===== config.mk =====
export PLATFORM = sky130hd
export DESIGN_NAME = matrix_scroll_ctrl_flat
export DESIGN_NICKNAME = d
export VERILOG_FILES = /design/src/rtl/matrix_scroll_ctrl_if.sv /design/src/rtl/matrix_scroll_ctrl.sv /design/src/flat_wrapper.sv
export SDC_FILE = /design/constraint.sdc
export NUM_CORES = 1
export LEC_CHECK = 0
export ABC_AREA = 1
export CAP_MARGIN = 40
export CORE_AREA = 2 2 87 89
export CTS_BUF_LIST = sky130_fd_sc_hd__clkbuf_4 sky130_fd_sc_hd__clkbuf_8 sky130_fd_sc_hd__clkbuf_16
export DETAILED_ROUTE_END_ITERATION = 7
export DIE_AREA = 0 0 89 91
export PLACE_DENSITY = 0.89
export SLEW_MARGIN = 20
export SYNTH_ARGS = -nofsm -noshare
export SYNTH_HDL_FRONTEND = slang
export SYNTH_SLANG_ARGS = --single-unit

===== constraint.sdc =====
create_clock -name clk -period 9.02 [get_ports clk]
set_clock_uncertainty 0.1 [all_clocks]
set_input_delay 2.255 -clock clk [delete_from_list [all_inputs] [get_ports clk]]
set_output_delay 2.255 -clock clk [all_outputs]
set_load 0.01 [all_outputs]

===== src/rtl/matrix_scroll_ctrl_if.sv =====
// Control and display bus of the 8x8 bicolour scrolling-digit matrix driver.
// The master drives the run controls, and the slave (the controller) drives the row and column lines.
interface matrix_scroll_ctrl_if;
    logic       en;
    logic       dir;
    logic       hold;
    logic [1:0] sel;
    logic [7:0] row;
    logic [7:0] column_green;
    logic [7:0] column_red;
    logic       step_pulse;

    modport master (
        output en, dir, hold, sel,
        input  row, column_green, column_red, step_pulse
    );

    modport slave (
        input  en, dir, hold, sel,
        output row, column_green, column_red, step_pulse
    );
endinterface


===== src/rtl/matrix_scroll_ctrl.sv =====
// Row-scanning, vertically scrolling digit display driver for an 8x8 bicolour LED matrix.
// Optional blink-while-paused is enabled by defining MATRIX_SCROLL_BLINK_EN.
module matrix_scroll_ctrl #(
    parameter int SCAN_DIV    = 4096,
    parameter int STEP_FRAMES = 512,
    parameter int NUM_CHARS   = 10
) (
    input  logic                clk,
    input  logic                rst,
    matrix_scroll_ctrl_if.slave bus
);
    localparam int               DIV_W      = $clog2(SCAN_DIV);
    localparam int               FC_W       = $clog2(STEP_FRAMES + 1);
    localparam int               FONT_BYTES = 8 * (NUM_CHARS + 1);
    localparam logic [6:0]       OMAX       = 7'(8 * NUM_CHARS);
    localparam logic [DIV_W-1:0] DIV_LAST   = DIV_W'(SCAN_DIV - 1);
    localparam logic [FC_W-1:0]  FC_TOP     = FC_W'(STEP_FRAMES);

    // NOTE: the font is a constant table decoded from the address, so it holds no state and needs no reset.
    function automatic logic [7:0] font_byte(input logic [6:0] addr);
        logic [63:0] glyph;
        glyph = '0;
        case (addr[6:3])
            4'd1:    glyph = 64'h3C42464A52623C00;
            4'd2:    glyph = 64'h0818280808083E00;
            4'd3:    glyph = 64'h3C42020C30407E00;
            4'd4:    glyph = 64'h3C42021C02423C00;
            4'd5:    glyph = 64'h040C14247E040400;
            4'd6:    glyph = 64'h7E407C0202423C00;
            4'd7:    glyph = 64'h1C20407C42423C00;
            4'd8:    glyph = 64'h7E02040810101000;
            4'd9:    glyph = 64'h3C42423C42423C00;
            4'd10:   glyph = 64'h3C42423E02043800;
            default: glyph = '0;
        endcase
        if (int'(addr) >= FONT_BYTES)
            return 8'h00;
        return glyph[8 * (7 - int'(addr[2:0])) +: 8];
    endfunction

    logic [DIV_W-1:0] div_q;
    logic [2:0]       cnt_q;
    logic [7:0]       row_q;
    logic [7:0]       col_g_q;
    logic [7:0]       col_r_q;
    logic [6:0]       offset_q;
    logic [FC_W-1:0]  frame_q;
    logic             step_q;

    logic             tick;
    logic             wrap;
    logic             step_due;
    logic             blank;
    logic [2:0]       cnt_next;
    logic [FC_W-1:0]  frame_inc;
    logic [FC_W-1:0]  frame_next;
    logic [6:0]       offset_step;
    logic [6:0]       offset_next;
    logic [7:0]       glyph;

    // NOTE: each always_comb output gets a default first, so no path can leave it unassigned and infer a latch.
    always_comb begin
        tick        = bus.en && (div_q == DIV_LAST);
        cnt_next    = cnt_q + 3'd1;
        wrap        = (cnt_q == 3'd7);
        frame_inc   = (frame_q == FC_TOP) ? frame_q : frame_q + 1'b1;
        step_due    = wrap && (frame_inc == FC_TOP) && !bus.hold;
        offset_step = offset_q;
        if (bus.dir)
            offset_step = (offset_q == OMAX) ? 7'd0 : offset_q + 7'd1;
        else
            offset_step = (offset_q == 7'd0) ? OMAX : offset_q - 7'd1;
        offset_next = step_due ? offset_step : offset_q;
        frame_next  = step_due ? '0 : (wrap ? frame_inc : frame_q);
        // Row 0 of a new frame already shows the stepped offset, so every frame is drawn from a single offset.
        glyph       = font_byte(offset_next + {4'd0, cnt_next});
    end

`ifdef MATRIX_SCROLL_BLINK_EN
    logic [5:0] blink_q;
    logic [5:0] blink_next;

    always_comb begin
        blink_next = wrap ? blink_q + 6'd1 : blink_q;
        blank      = bus.hold && blink_next[5];
    end

    always_ff @(posedge clk or posedge rst) begin
        if (rst)
            blink_q <= '0;
        else if (!bus.hold)
            blink_q <= '0;
        else if (tick)
            blink_q <= blink_next;
    end
`else
    assign blank = 1'b0;
`endif

    // NOTE: sequential state uses non-blocking assignments, so every flop samples its pre-edge inputs.
    always_ff @(posedge clk or posedge rst) begin
        if (rst) begin
            div_q    <= '0;
            cnt_q    <= 3'd0;
            row_q    <= 8'b0000_0001;
            offset_q <= OMAX;
            frame_q  <= '0;
            col_g_q  <= 8'h00;
            col_r_q  <= 8'h00;
            step_q   <= 1'b0;
        end else begin
            step_q <= 1'b0;
            if (bus.en)
                div_q <= tick ? '0 : div_q + 1'b1;
            if (tick) begin
                row_q    <= {row_q[0], row_q[7:1]};
                cnt_q    <= cnt_next;
                offset_q <= offset_next;
                frame_q  <= frame_next;
                col_g_q  <= (bus.sel[0] && !blank) ? glyph : 8'h00;
                col_r_q  <= (bus.sel[1] && !blank) ? glyph : 8'h00;
                step_q   <= step_due;
            end
        end
    end

    assign bus.row          = row_q;
    assign bus.column_green = col_g_q;
    assign bus.column_red   = col_r_q;
    assign bus.step_pulse   = step_q;
endmodule


===== src/flat_wrapper.sv =====
// flat-port wrapper written by rule: the top's interface ports become plain ports
module matrix_scroll_ctrl_flat 
#(
    parameter int SCAN_DIV    = 4096,
    parameter int STEP_FRAMES = 512,
    parameter int NUM_CHARS   = 10
)
  (clk, rst, bus_en, bus_dir, bus_hold, bus_sel, bus_row, bus_column_green, bus_column_red, bus_step_pulse);
  matrix_scroll_ctrl_if bus_i ();
  input  logic clk;
  input  logic rst;
  input wire logic [$bits(bus_i.en)-1:0] bus_en;
  input wire logic [$bits(bus_i.dir)-1:0] bus_dir;
  input wire logic [$bits(bus_i.hold)-1:0] bus_hold;
  input wire logic [$bits(bus_i.sel)-1:0] bus_sel;
  output wire logic [$bits(bus_i.row)-1:0] bus_row;
  output wire logic [$bits(bus_i.column_green)-1:0] bus_column_green;
  output wire logic [$bits(bus_i.column_red)-1:0] bus_column_red;
  output wire logic [$bits(bus_i.step_pulse)-1:0] bus_step_pulse;
  assign bus_i.en = bus_en;
  assign bus_i.dir = bus_dir;
  assign bus_i.hold = bus_hold;
  assign bus_i.sel = bus_sel;
  assign bus_row = bus_i.row;
  assign bus_column_green = bus_i.column_green;
  assign bus_column_red = bus_i.column_red;
  assign bus_step_pulse = bus_i.step_pulse;
  matrix_scroll_ctrl #(.SCAN_DIV(SCAN_DIV), .STEP_FRAMES(STEP_FRAMES), .NUM_CHARS(NUM_CHARS)) u_core (.clk(clk), .rst(rst), .bus(bus_i));
endmodule

# Yosys cells after proc, flatten, opt, wreduce, memory -nomap -nowiden
# Memory sizes are Yosys's and may differ from the RTL's.
# Cells that the tools add are included.
# word_totals
reg_bits,57
rom_bits,672
input_bits,7
output_inout_bits,25
mem_count,1
# op_classes
addsub,7
magnitude_cmp,1
n_eq_ne,5
n_shift,1
muxes,14
reduce_logical,7
# mem_list
memory,words,width,read_ports,rd_clocked_by_memory_dff,wr,line,source
(name not given),16,42,1,0,0,matrix_scroll_ctrl.sv:23,case (addr[6:3])
# ops
cell,count
$shiftx 64x32->8,1
$mux 8,4
$mux 10,3
$mux 7,4
$eq 10x10->1 const B,2
$add 12x1->12 const B,1
$eq 12x12->1 const B,1
$mux 12,1
$add 10x1->10 const B,1
$add 7x1->7 const B,1
$add 7x3->7,1
$eq 7x7->1 const B,1
$ge 7x7->1 const B,1
$logic_not 7->1,1
$sub 7x1->7 const B,1
$sub 3x3->4 const A,1
$add 3x1->3 const B,1
$eq 3x3->1 const B,1
$logic_and 1x1->1,3
$mux 1,2
$reduce_and 2->1,1
$reduce_bool 2->1,1
$logic_not 1->1,1

# Depth between registers and ports, before layout
# depth
word_depth,11
ltp_mapped,33
ltp_nobuf,32

# Worst setup path before layout
# OpenSTA, ideal clock, no wires.
# synth_path
path_kind,input -> register
startpoint,input bus_hold
endpoint,"register u_core.col_g_q[3], in the netlist u_core.bus.column_green[3]"
setup_time_ns,0.117
t_arrival_ns,5.240
t_required_ns,8.803
slack_ns,3.562
stages,28
path_cell_list,nor2_1 > nand3_1 > nor2_1 > nand2_1 > nor2_4 > nand3_2 > buf_6 > nand2_1 > o21ai_0 > inv_1 > ha_1 > inv_1 > fa_1 > o21bai_1 > nand2_2 > xor2_2 > inv_1 > ha_1 > inv_1 > nand3_1 > nand2_1 > nor2_1 > nand3_1 > nand3_1 > nand2_1 > inv_1 > nand3_1 > nand2_1
# synth_via
elab_chain_len,8
word_cells_on_any_way,11
# synth_rtl
item,line,source
"start, declared",flat_wrapper.sv:14,input wire logic [$bits(bus_i.hold)-1:0] bus_hold;
$logic_not 1->1 (*),matrix_scroll_ctrl.sv:67,step_due = wrap && (frame_inc == FC_TOP) && !bus.hold;
$logic_and 1x1->1 (*),matrix_scroll_ctrl.sv:67,
$mux 7 (*),matrix_scroll_ctrl.sv:73,offset_next = step_due ? offset_step : offset_q;
via u_core.offset_next[0],matrix_scroll_ctrl.sv:58,logic [6:0] offset_next;
$add 7x3->7 (*),matrix_scroll_ctrl.sv:76,"glyph = font_byte(offset_next + {4'd0, cnt_next});"
$mem_v2 16x42 (tied with other cells),--,
$shiftx 64x32->8 or $mux 1 (tied branches),"matrix_scroll_ctrl.sv:38, matrix_scroll_ctrl.sv:36",
$mux 8 (*),matrix_scroll_ctrl.sv:38,return glyph[8 * (7 - int'(addr[2:0])) +: 8];
$mux 8 (*),matrix_scroll_ctrl.sv:120,col_g_q <= (bus.sel[0] && !blank) ? glyph : 8'h00;
"end signal, assigned",matrix_scroll_ctrl.sv:120,
"end, declared",matrix_scroll_ctrl.sv:44,logic [7:0] col_g_q;
# Mark *: on every way through the listed nets, which the timed path passes. The rest lies on a longest branch.
# A chain may end at the register's enable or synchronous reset.

# Worst setup path in the final report
# layout_path
startpoint,input bus_hold
endpoint,"register u_core.col_g_q[1], in the netlist u_core.bus.column_green[1]"
# Same word-level chain as after synthesis.

==> run metrics <==
outcome=finished, final reports clean; routed len/inst=about 13 um; Design Power=just under 0.5 mW; CP Capture Type=flip-flop; final worst slack=~2800 ps; Final #Nets=671; Post-DRT Antenna Nets=0; Post-CTS Setup Inserts=0; Worst-Margin Slew=704 ps; Top delay family on crit path=simple AND/OR/NAND/NOR gates; CP Capture Point=u_core.bus.column_green[1]; RSZ-0062 raised after global routing=no; htree depth=2; slew margin rel.=0.529; TritonRoute pass-1 iters=5; drt via density=5.49; CTS Hold Bufs=0; CP Launch Type=input pin; Leak Pwr=approximately 2.3 nW; maximum VDD drop=0.000107 V; crit share post-route=0.684; post-synth top area cell=dfrtp_1; WL final=between 10 and 15 mm; Pwr Density=about 100 nW/um2; Async SR Flop Fraction=1.00; # port buffers=27; RR Startpoint=u_core.frame_q[0]; Fillers=635; GRT Util Overall=0.263; Synth warnings=0; Worst path slowest cell=clkdlybuf4s50_1; CTS tree=built; Num Clock Sinks=53; total congestion overflow=0; die area=8100 um2; IO Count=32; pins over their slew limit=0; Post-synth EDFFs=0; fin util=0.647; first-pass GRT wire length=around 18 mm; Crit path top cell by count=nand2_1; Final Setup Violations=0; WS Path Type=in2reg; fraction of layout cells with a size suffix above 1=0.0853; diode count=0; initial antenna violation count=0; Clock Latency Late Sink=approximately 310 ps; top cells by area, synth=dfrtp_1 30%, nand2_1 17%, nand3_1 8.3%; DP Worst Slack=roughly 2600 ps; WP buf/inv=5; hold crit path type=reg2reg; largest net degree at the start of global routing=54; fin cells=744; DR WL met2=roughly 4.8 mm; post-place instance area=approximately 4500 um2; area delta synth->final=9.27%; Root Driver=clkbuf_8; met3 wire len=507 um; Horiz. Die Dim=approximately 89 um; Die Ht=a little over 90 um; vias in the first global route=3873; post-synth top area share=0.296; core area=between 7000 and 8000 um2; worst-path cell chain=clkdlybuf4s50_1 > nor2_1 > nand3_1 > nor2_1 > nand2_1 > nor2_4 > nand3_2 > o21ai_0 > inv_1 > ha_1 > nand3_1 > and2_1 > inv_1 > nand2_1 > nand2_1 > inv_1 > ha_1 > or2_4 > o21ai_4 > inv_2 > a21oi_2 > nand3_1 > nand2_1; Levels on crit path=23; Hold Worst Slack=389 ps; max-cap viol count=0; wl on met1=roughly 4.5 mm; register area share after synthesis=0.315; clock buffer depth=2; Setup crit start=bus_hold; final setup TNS=0 ps; Final Hold Fails=0; Synth Flop Type=dfrtp_1; clk slew on worst S/H paths=around 110 ps; CTS Buf Count=5; Iter 0 DRT Violations=roughly 240; Initial Util=0.592; worst-path maximum fanout=11; post-cts resize count=0; fin crit period=~6000 ps; row cnt=31; Synth cell types=42; Yosys reg bits=53; Post-Layout Inst Area=between 4000 and 5000 um2; fmax=about 160 MHz; placed cell count=approximately 740; DRC errors left=0; DR vias=4088; most frequent cells in the layout=196 x nand2_1, 70 x inv_1, 70 x nand3_1; Data arrival, critical path=~6300 ps; post-detail-place hpwl=about 7.5 mm; cells on worst reg2reg path=26; commonest non-fill, non-tap cell in the layout=nand2_1; worst stage delay on the critical path=390 ps; Reg area=1330 um2; syn avg cell area=6.73 um2; area of the multi-input gates=2460 um2; Crit Reg-Reg Endpoint=u_core.bus.column_green[1]; WP data required=just over 9000 ps; cells after synthesis=between 600 and 700; Synth Cell Area=around 4200 um2; uppermost layer routed=met4; flop-to-flop setup slack=around 4300 ps; gp weighted congestion=1.01
==> worst reg2reg max path, cell delays in order (launching register included) <==
cell,delay (ps)
dfrtp_1,450
ha_1,260
inv_1,70
nor2_2,170
nand2_1,70
nand2_1,60
nand2_1,70
inv_2,50
nand2_1,60
nor2_2,170
nand3_2,260
o21ai_0,380
inv_1,140
ha_1,300
nand3_1,60
and2_1,180
inv_1,150
nand2_1,70
nand2_1,190
inv_1,180
ha_1,290
or2_4,280
o21ai_4,240
inv_2,90
a21oi_2,140
nand3_1,120
nand2_1,90
==> flip-flops by register name, summed over array words and instances, names as in the netlist <==
| signal | flops |
|---|---|
| u_core.div_q | 12 |
| u_core.frame_q | 10 |
| u_core.bus.row | 8 |
| u_core.offset_q | 7 |
| u_core.bus.column_green | 6 |
| u_core.bus.column_red | 6 |
| u_core.cnt_q | 3 |
| u_core.bus.step_pulse | 1 |
==> synth_stat cells, types with 2 or more instances <==
library cell  instances
a21oi_1              16
a21oi_2               2
buf_2                 2
buf_4                 5
buf_6                 4
clkbuf_1             11
clkinv_1              3
dfrtp_1              50
dfstp_2               3
ha_1                 19
inv_1                71
inv_2                 5
nand2_1             196
nand2_2               8
nand2_4               6
nand3_1              70
nand3_2               4
nand4_1              15
nand4_2               2
nor2_1               53
nor2_2                5
nor3_1                5
nor4_1                3
o21ai_0              29
o21ai_1               7
o21ai_2               2
o21bai_1              2
xnor2_1               6
xor2_1               10
==> power by group <==
part	leakage (nW)	switching, mW	internal (mW)	total [mW]
Clock	0.0506	0.0893	0.0584	0.148
Sequential	0.638	0.0183	0.256	0.274
Combinational	1.59	0.0364	0.0223	0.0587
Total	2.28	0.144	0.336	0.480
==> cell type report <==
type	count	area share
Multi-Input combinational cell	475	0.534
Sequential cell	53	0.288
Inverter	80	0.0662
Timing Repair Buffer	29	0.0634
Tap cell	99	0.0268
Clock buffer	5	0.0149
Clock inverter	3	0.00624
==> cell families (layout without fill, tap and decap cells) <==
family / Yosys count / after routing / share of synthesized area
buffers and inverters: 102 / 117 / 0.104
xor gates and xnor gates: 17 / 17 / 0.0370
adders and majority gates: 20 / 20 / 0.0610
other: 1 / 4 / 0.000888
AOI/OAI and AO/OA: 61 / 61 / 0.0809
and+or+nand+nor: 373 / 373 / 0.401
DFF: 53 / 53 / 0.315
==> per-layer routing <==
layer | vias up | global-route usage
met5 | - | 0
met4 | 0 | 0.0734
met3 | 29 | 0.0355
met2 | 163 | 0.431
met1 | 1876 | 0.362
li1 | 2020 | -
==> worst min-delay path by stage <==
stage                                     from                         end  slack, ps  cells after the start
floorplan                      u_core.cnt_q[2]             u_core.cnt_q[2]        360                      2
finish                       u_core.bus.row[0]           u_core.bus.row[0]        390                      2
global route                 u_core.bus.row[0]           u_core.bus.row[0]        420                      2
global placement      u_core.bus.column_red[1]    u_core.bus.column_red[1]        370                      2
detailed placement  u_core.bus.column_green[4]  u_core.bus.column_green[4]        370                      2
CTS                          u_core.bus.row[0]           u_core.bus.row[0]        390                      2
No activity file was read; power rests on OpenSTA's default activity.
